File: src/rtl/arbiter_rr_burst.sv
// N-client memory arbiter: fixed-priority or round-robin grant, write-burst locking, read return by id.
// Optional per-client grant counters are built when ARB_STATS_EN is defined.
module arbiter_rr_burst #(
   parameter int AN    = 24,
   parameter int DN    = 16,
   parameter int IN    = 2,
   parameter int N     = 4,
   parameter int BURST = 8,
   parameter int MODE  = 0
) (
   input  logic            clkSYS,
   input  logic            n_reset,
   input  logic [N-1:0]    req,
   input  logic [N-1:0]    wr,
   input  logic [N*AN-1:0] addr,
   input  logic [N*DN-1:0] data,
   output logic [N-1:0]    ack,
   output logic [N-1:0]    valid,
   output logic [DN-1:0]   rdata,
   output logic            mem_req,
   output logic            mem_wr,
   output logic [AN-1:0]   mem_addr,
   output logic [DN-1:0]   mem_data,
   output logic [IN-1:0]   mem_id,
   input  logic            mem_ack,
   input  logic            mem_valid,
   input  logic [DN-1:0]   mem_rdata,
   input  logic [IN-1:0]   mem_rid,
   output logic [N*16-1:0] grant_cnt
);

   localparam int GW = (N > 1) ? $clog2(N) : 1;
   localparam int BW = (BURST > 1) ? $clog2(BURST) : 1;

   typedef enum logic {IDLE, BUSY} state_t;

   state_t          state, state_nx;
   logic [GW-1:0]   g, g_nx, rr_ptr, rr_nx, winner, g_inc;
   logic [BW-1:0]   beat, beat_nx;
   logic            any_req;
   logic [N-1:0]    valid_nx;

   assign any_req = |req;
   assign g_inc   = (g == GW'(N-1)) ? '0 : g + 1'b1;

   // Winner search starts at rr_ptr in round-robin mode, at index 0 otherwise.
   always_comb begin : arbitrate
      int unsigned idx;
      logic        found;
      winner = '0;
      found  = 1'b0;
      idx    = 0;
      for (int unsigned k = 0; k < N; k++) begin
         if (MODE == 1) idx = (32'(rr_ptr) + k) % N;
         else           idx = k;
         if (!found && req[idx]) begin
            winner = GW'(idx);
            found  = 1'b1;
         end
      end
   end

   always_comb begin
      state_nx = state;
      g_nx     = g;
      beat_nx  = beat;
      rr_nx    = rr_ptr;
      ack      = '0;
      mem_req  = 1'b0;
      mem_wr   = 1'b0;
      mem_addr = '0;
      mem_data = '0;
      mem_id   = '0;
      case (state)
         IDLE: begin
            if (any_req) begin
               g_nx     = winner;
               state_nx = BUSY;
            end
         end
         BUSY: begin
            mem_req  = req[g];
            mem_wr   = wr[g];
            mem_addr = addr[32'(g)*AN +: AN];
            mem_data = data[32'(g)*DN +: DN];
            mem_id   = IN'(g);
            ack[g]   = mem_req & mem_ack;
            if (!req[g]) begin
               state_nx = IDLE;
               beat_nx  = '0;
               rr_nx    = g_inc;
            end else if (mem_ack) begin
               if (!wr[g] || beat == BW'(BURST-1)) begin
                  state_nx = IDLE;
                  beat_nx  = '0;
                  rr_nx    = g_inc;
               end else begin
                  beat_nx = beat + 1'b1;
               end
            end
         end
         default: state_nx = IDLE;
      endcase
   end

   always_ff @(posedge clkSYS or negedge n_reset) begin
      if (!n_reset) begin
         state  <= IDLE;
         g      <= '0;
         beat   <= '0;
         rr_ptr <= '0;
      end else begin
         state  <= state_nx;
         g      <= g_nx;
         beat   <= beat_nx;
         rr_ptr <= rr_nx;
      end
   end

   // Read return is independent of the grant state; ids beyond N match no client.
   always_comb begin
      valid_nx = '0;
      for (int unsigned i = 0; i < N; i++)
         valid_nx[i] = mem_valid && (32'(mem_rid) == i);
   end

   always_ff @(posedge clkSYS or negedge n_reset) begin
      if (!n_reset) begin
         valid <= '0;
         rdata <= '0;
      end else begin
         valid <= valid_nx;
         if (mem_valid) rdata <= mem_rdata;
      end
   end

`ifdef ARB_STATS_EN
   logic [15:0] cnt [N];

   always_ff @(posedge clkSYS or negedge n_reset) begin
      if (!n_reset) begin
         for (int unsigned i = 0; i < N; i++) cnt[i] <= '0;
      end else if (state == IDLE && any_req && cnt[winner] != 16'hffff) begin
         cnt[winner] <= cnt[winner] + 1'b1;
      end
   end

   always_comb begin
      grant_cnt = '0;
      for (int unsigned i = 0; i < N; i++) grant_cnt[i*16 +: 16] = cnt[i];
   end
`else
   assign grant_cnt = '0;
`endif

endmodule
File: config.mk
export PLATFORM = sky130hd
export DESIGN_NAME = arbiter_rr_burst
export DESIGN_NICKNAME = d
export VERILOG_FILES = /design/src/rtl/arbiter_rr_burst.sv
export SDC_FILE = /design/constraint.sdc
export NUM_CORES = 1
export LEC_CHECK = 0
export ABC_AREA = 1
export BUFFER_PORTS_ARGS = -buffer_cell sky130_fd_sc_hd__buf_2
export CORE_AREA = 2 2 124 126
export CTS_CLUSTER_SIZE = 30
export DETAILED_ROUTE_END_ITERATION = 8
export DIE_AREA = 0 0 126 128
export HOLD_SLACK_MARGIN = 0.15
export PLACE_DENSITY = 0.49
export SLEW_MARGIN = 20
export SYNTH_ARGS = -nofsm -noshare
export SYNTH_HDL_FRONTEND = slang
export SYNTH_SLANG_ARGS = --single-unit
export TNS_END_PERCENT = 5
File: constraint.sdc
create_clock -name clkSYS -period 1.4 [get_ports clkSYS]
set_input_delay 0.28 -clock clkSYS [delete_from_list [all_inputs] [get_ports clkSYS]]
set_output_delay 0.28 -clock clkSYS [all_outputs]
set_load 0.02 [all_outputs]
==> flow_metrics.py <==
metrics = {
    "drt": {
        "wl_met2_mm": 7.33,
        "antenna_left": 0,
        "wl_met3_mm": 1.22,
        "drc": 0,
        "avgRoutedWirePerCell_um": 15.9,
        "highest_layer": "met5",
        "drt_iter0_markers": 169,
        "vias": 4359,
        "finalWirelength_mm": 14.6,
        "wl_met1_mm": 5.79,
        "first_pass_iters": 4,
        "vias_per_cell": 4.75,
    },
    "finish": {
        "layout_common_cells": "buf_2, nand3_1, nand2_1, conb_1, nand3_2",
        "drive_above_1_share": 0.564,
        "final_nets": 922,
        "fin_area_um2": 6010,
        "ff_latch_area_um2": 653,
        "final_cells": 918,
        "nFillCells": 1539,
        "final_util": 0.404,
        "area_growth_pct": 94.4,
        "multi_input_area_um2": 2730,
        "final_common_cell": "buf_2",
    },
    "die": {
        "core-area_um2": 14900,
        "dieWidth_um": 126,
        "rows": 45,
        "io_pins": 322,
        "die_area_um2": 16100,
        "initial_core_util": 0.208,
        "die_h_um": 128,
    },
    "power_and_ir_drop": {
        "leakage_uw": 0.00277,
        "peakVddDrop_uv": 780,
        "p_per_area_nw_per_um2": 2060,
    },
    "clock_network": {
        "clk_latency_ns": 0.26,
        "cts_tree": "yes",
        "htree_levels": 1,
        "numCtsBuffers": 3,
        "cts_root_buf": "clkbuf_16",
        "cts_buffer_depth": 2,
        "clock-sinks": 26,
        "path_clk_slew_ns": 0.07,
    },
    "synth": {
        "synth_area_um2": 3090,
        "synthCells": 463,
        "ys_types": 22,
        "yosysWarnings": 0,
        "synth_seq_cells": 26,
        "synth_seq_area_share": 0.211,
        "syn_area_per_cell_um2": 6.67,
    },
    "global_routing": {
        "antenna_found_initial": 4,
        "grt_overflow": 0,
        "grt_pass1_vias": 4167,
        "grt_usage": 0.169,
        "grt_pass1_wl_mm": 22.3,
        "grt_max_degree": 38,
    },
    "setup_path": {
        "worst-path-buf-inv": 4,
        "path_class": "flip-flop to output port",
        "cpPeakStageDelay_ns": 0.48,
        "cp_slowest_cell": "dfrtp_2",
        "crit_path_max_fanout": 12,
        "cp-end-kind": "output port",
        "reg2reg_depth": 10,
        "reg2reg_from": "g[1]$_DFFE_PN0P_",
        "startpoint_type": "flip-flop",
        "crit_start": "g[1]$_DFFE_PN0P_",
        "r2r_setup_slack_ns": -0.13,
        "r2r_end": "beat[0]$_DFFE_PN0P_",
        "arrival_ns": 1.58,
        "crit_top_cell": "buf_12",
        "cp_cell_sequence": "inv_8, buf_12, buf_12, nand3_1, a41oi_2, buf_4",
        "critical_path_required_ns": 1.12,
        "critical_path.top_delay_family": "buffers and inverters",
    },
    "sta": {
        "tightest_slew_ns": 0.614,
        "setup-violations-final": 52,
        "final_hold_viol_count": 0,
        "skew_ns": 0.00118,
        "finalCritPeriodShare": 1.33,
        "setup-tns-final_ns": -20.03,
        "timing.final.ws_setup_ns": -0.462,
        "final_max_slew_viol_count": 0,
        "period_needed_ns": 1.86,
        "whs_ns": 0.206,
        "timing.slew.headroom": 0.591,
        "max_freq_ghz": 0.537,
        "rsz0062_at_grt": "yes",
    },
    "placement": {
        "portBuffers": 257,
        "place.gp.congestion": 0.839,
        "hpwl_mm": 11.3,
        "placed_cell_area_um2": 5320,
        "dp_cells": 903,
    },
    "job": {
        "maxCapViolations": 0,
    },
    "run_status": {
        "outcome": "complete, but fails checks",
        "violations": "negative setup slack",
    },
    "worst_hold_path": {
        "min_path_cells": 2,
        "whs_endpoint": "valid[0]$_DFF_PN0_",
        "hp-start": "mem_rid[0]",
        "hold_path.class": "primary input to flip-flop",
    },
}
## per-layer routing
layer | vias up | global-route usage
li1 | 2044 | -
met1 | 2078 | 0.209
met2 | 209 | 0.299
met3 | 22 | 0.0417
met4 | 6 | 0.0375
met5 | - | 0
## cell type report
cell class / instances / area share
Antenna cell: 1 / 0.000416
Timing Repair Buffer: 308 / 0.375
Multi-Input combinational cell: 378 / 0.454
Inverter: 13 / 0.0100
Clock buffer: 4 / 0.0131
Sequential cell: 26 / 0.109
Tap cell: 188 / 0.0392
## cells in the mapped netlist
cell type	number	share of area
a21oi_1	4	0.0065
o21ai_0	2	0.0032
nor3_1	6	0.0097
inv_1	11	0.013
nand2_4	1	0.0036
nand3_1	162	0.26
clkbuf_1	7	0.0085
a41oi_2	1	0.0053
nand2_1	86	0.10
inv_2	1	0.0012
ha_1	2	0.0081
nand2_2	2	0.0040
a41oi_1	39	0.11
clkinv_1	1	0.0012
nor2_1	7	0.0085
dfrtp_1	26	0.21
buf_2	25	0.040
o21a_1	1	0.0024
a21oi_4	1	0.0053
buf_6	2	0.0073
conb_1	1	0.0012
buf_4	75	0.18
## metrics by stage
stage	setup WS, ns	power (uW)
after floorplan	-0.0617	7190
after global placement	-0.237	9850
after detailed placement	-0.258	9940
after CTS	-0.472	12400
after global routing	-0.538	13100
final	-0.462	12400
## worst max-delay path by stage
stage	cells past startpoint	to
after floorplan	5	mem_addr[15]
after global placement	4	mem_addr[2]
after detailed placement	4	mem_data[10]
after CTS	6	mem_addr[22]
after global routing	9	ack[0]
final	6	mem_data[7]
## logic make-up (layout without fill, tap and decap cells)
| kind of cell | count (synthesis) | count (layout) | synth area share |
|---|---|---|---|
| AND/OR/NAND/NOR | 264 | 264 | 0.393 |
| buffers and inverters | 122 | 325 | 0.254 |
| AO/OA/AOI/OAI | 48 | 48 | 0.133 |
| flip-flops | 26 | 26 | 0.211 |
| adder cells (fa/ha/maj) | 2 | 2 | 0.00810 |
| other | 1 | 65 | 0.00121 |
## registers in the layout, summed over array words and instances, names as in the netlist
name,flops
state,1
beat,3
valid,4
g,2
rdata,16
## worst register-to-register path, cell delays in order, from the launching register on
cell and delay, ns:
dfrtp_2 0.48, inv_8 0.13, buf_12 0.11, buf_16 0.14, nand2_1 0.09, buf_4 0.13, nand2_1 0.08, nand2_2 0.08
nor2_1 0.11, nand2_1 0.05, nand2_1 0.06
## repair_timing
item / CTS / global route
endpoints found under the hold margin: 26 / 0
pin swaps: 20 / 6
hold buffers: 1 / 0
gates resized for setup: 117 / 10
gates cloned: 4 / 0
endpoints found under the setup margin: 52 / 52
buffers inserted: 6 / 0
## report_power, final
group,total [uW],switching (uW),internal [uW]
sequential,966,105,861
combinational,10800,5880,4870
clock,656,266,390
total,12400,6250,6120
Power figures use the tool's default switching activity.
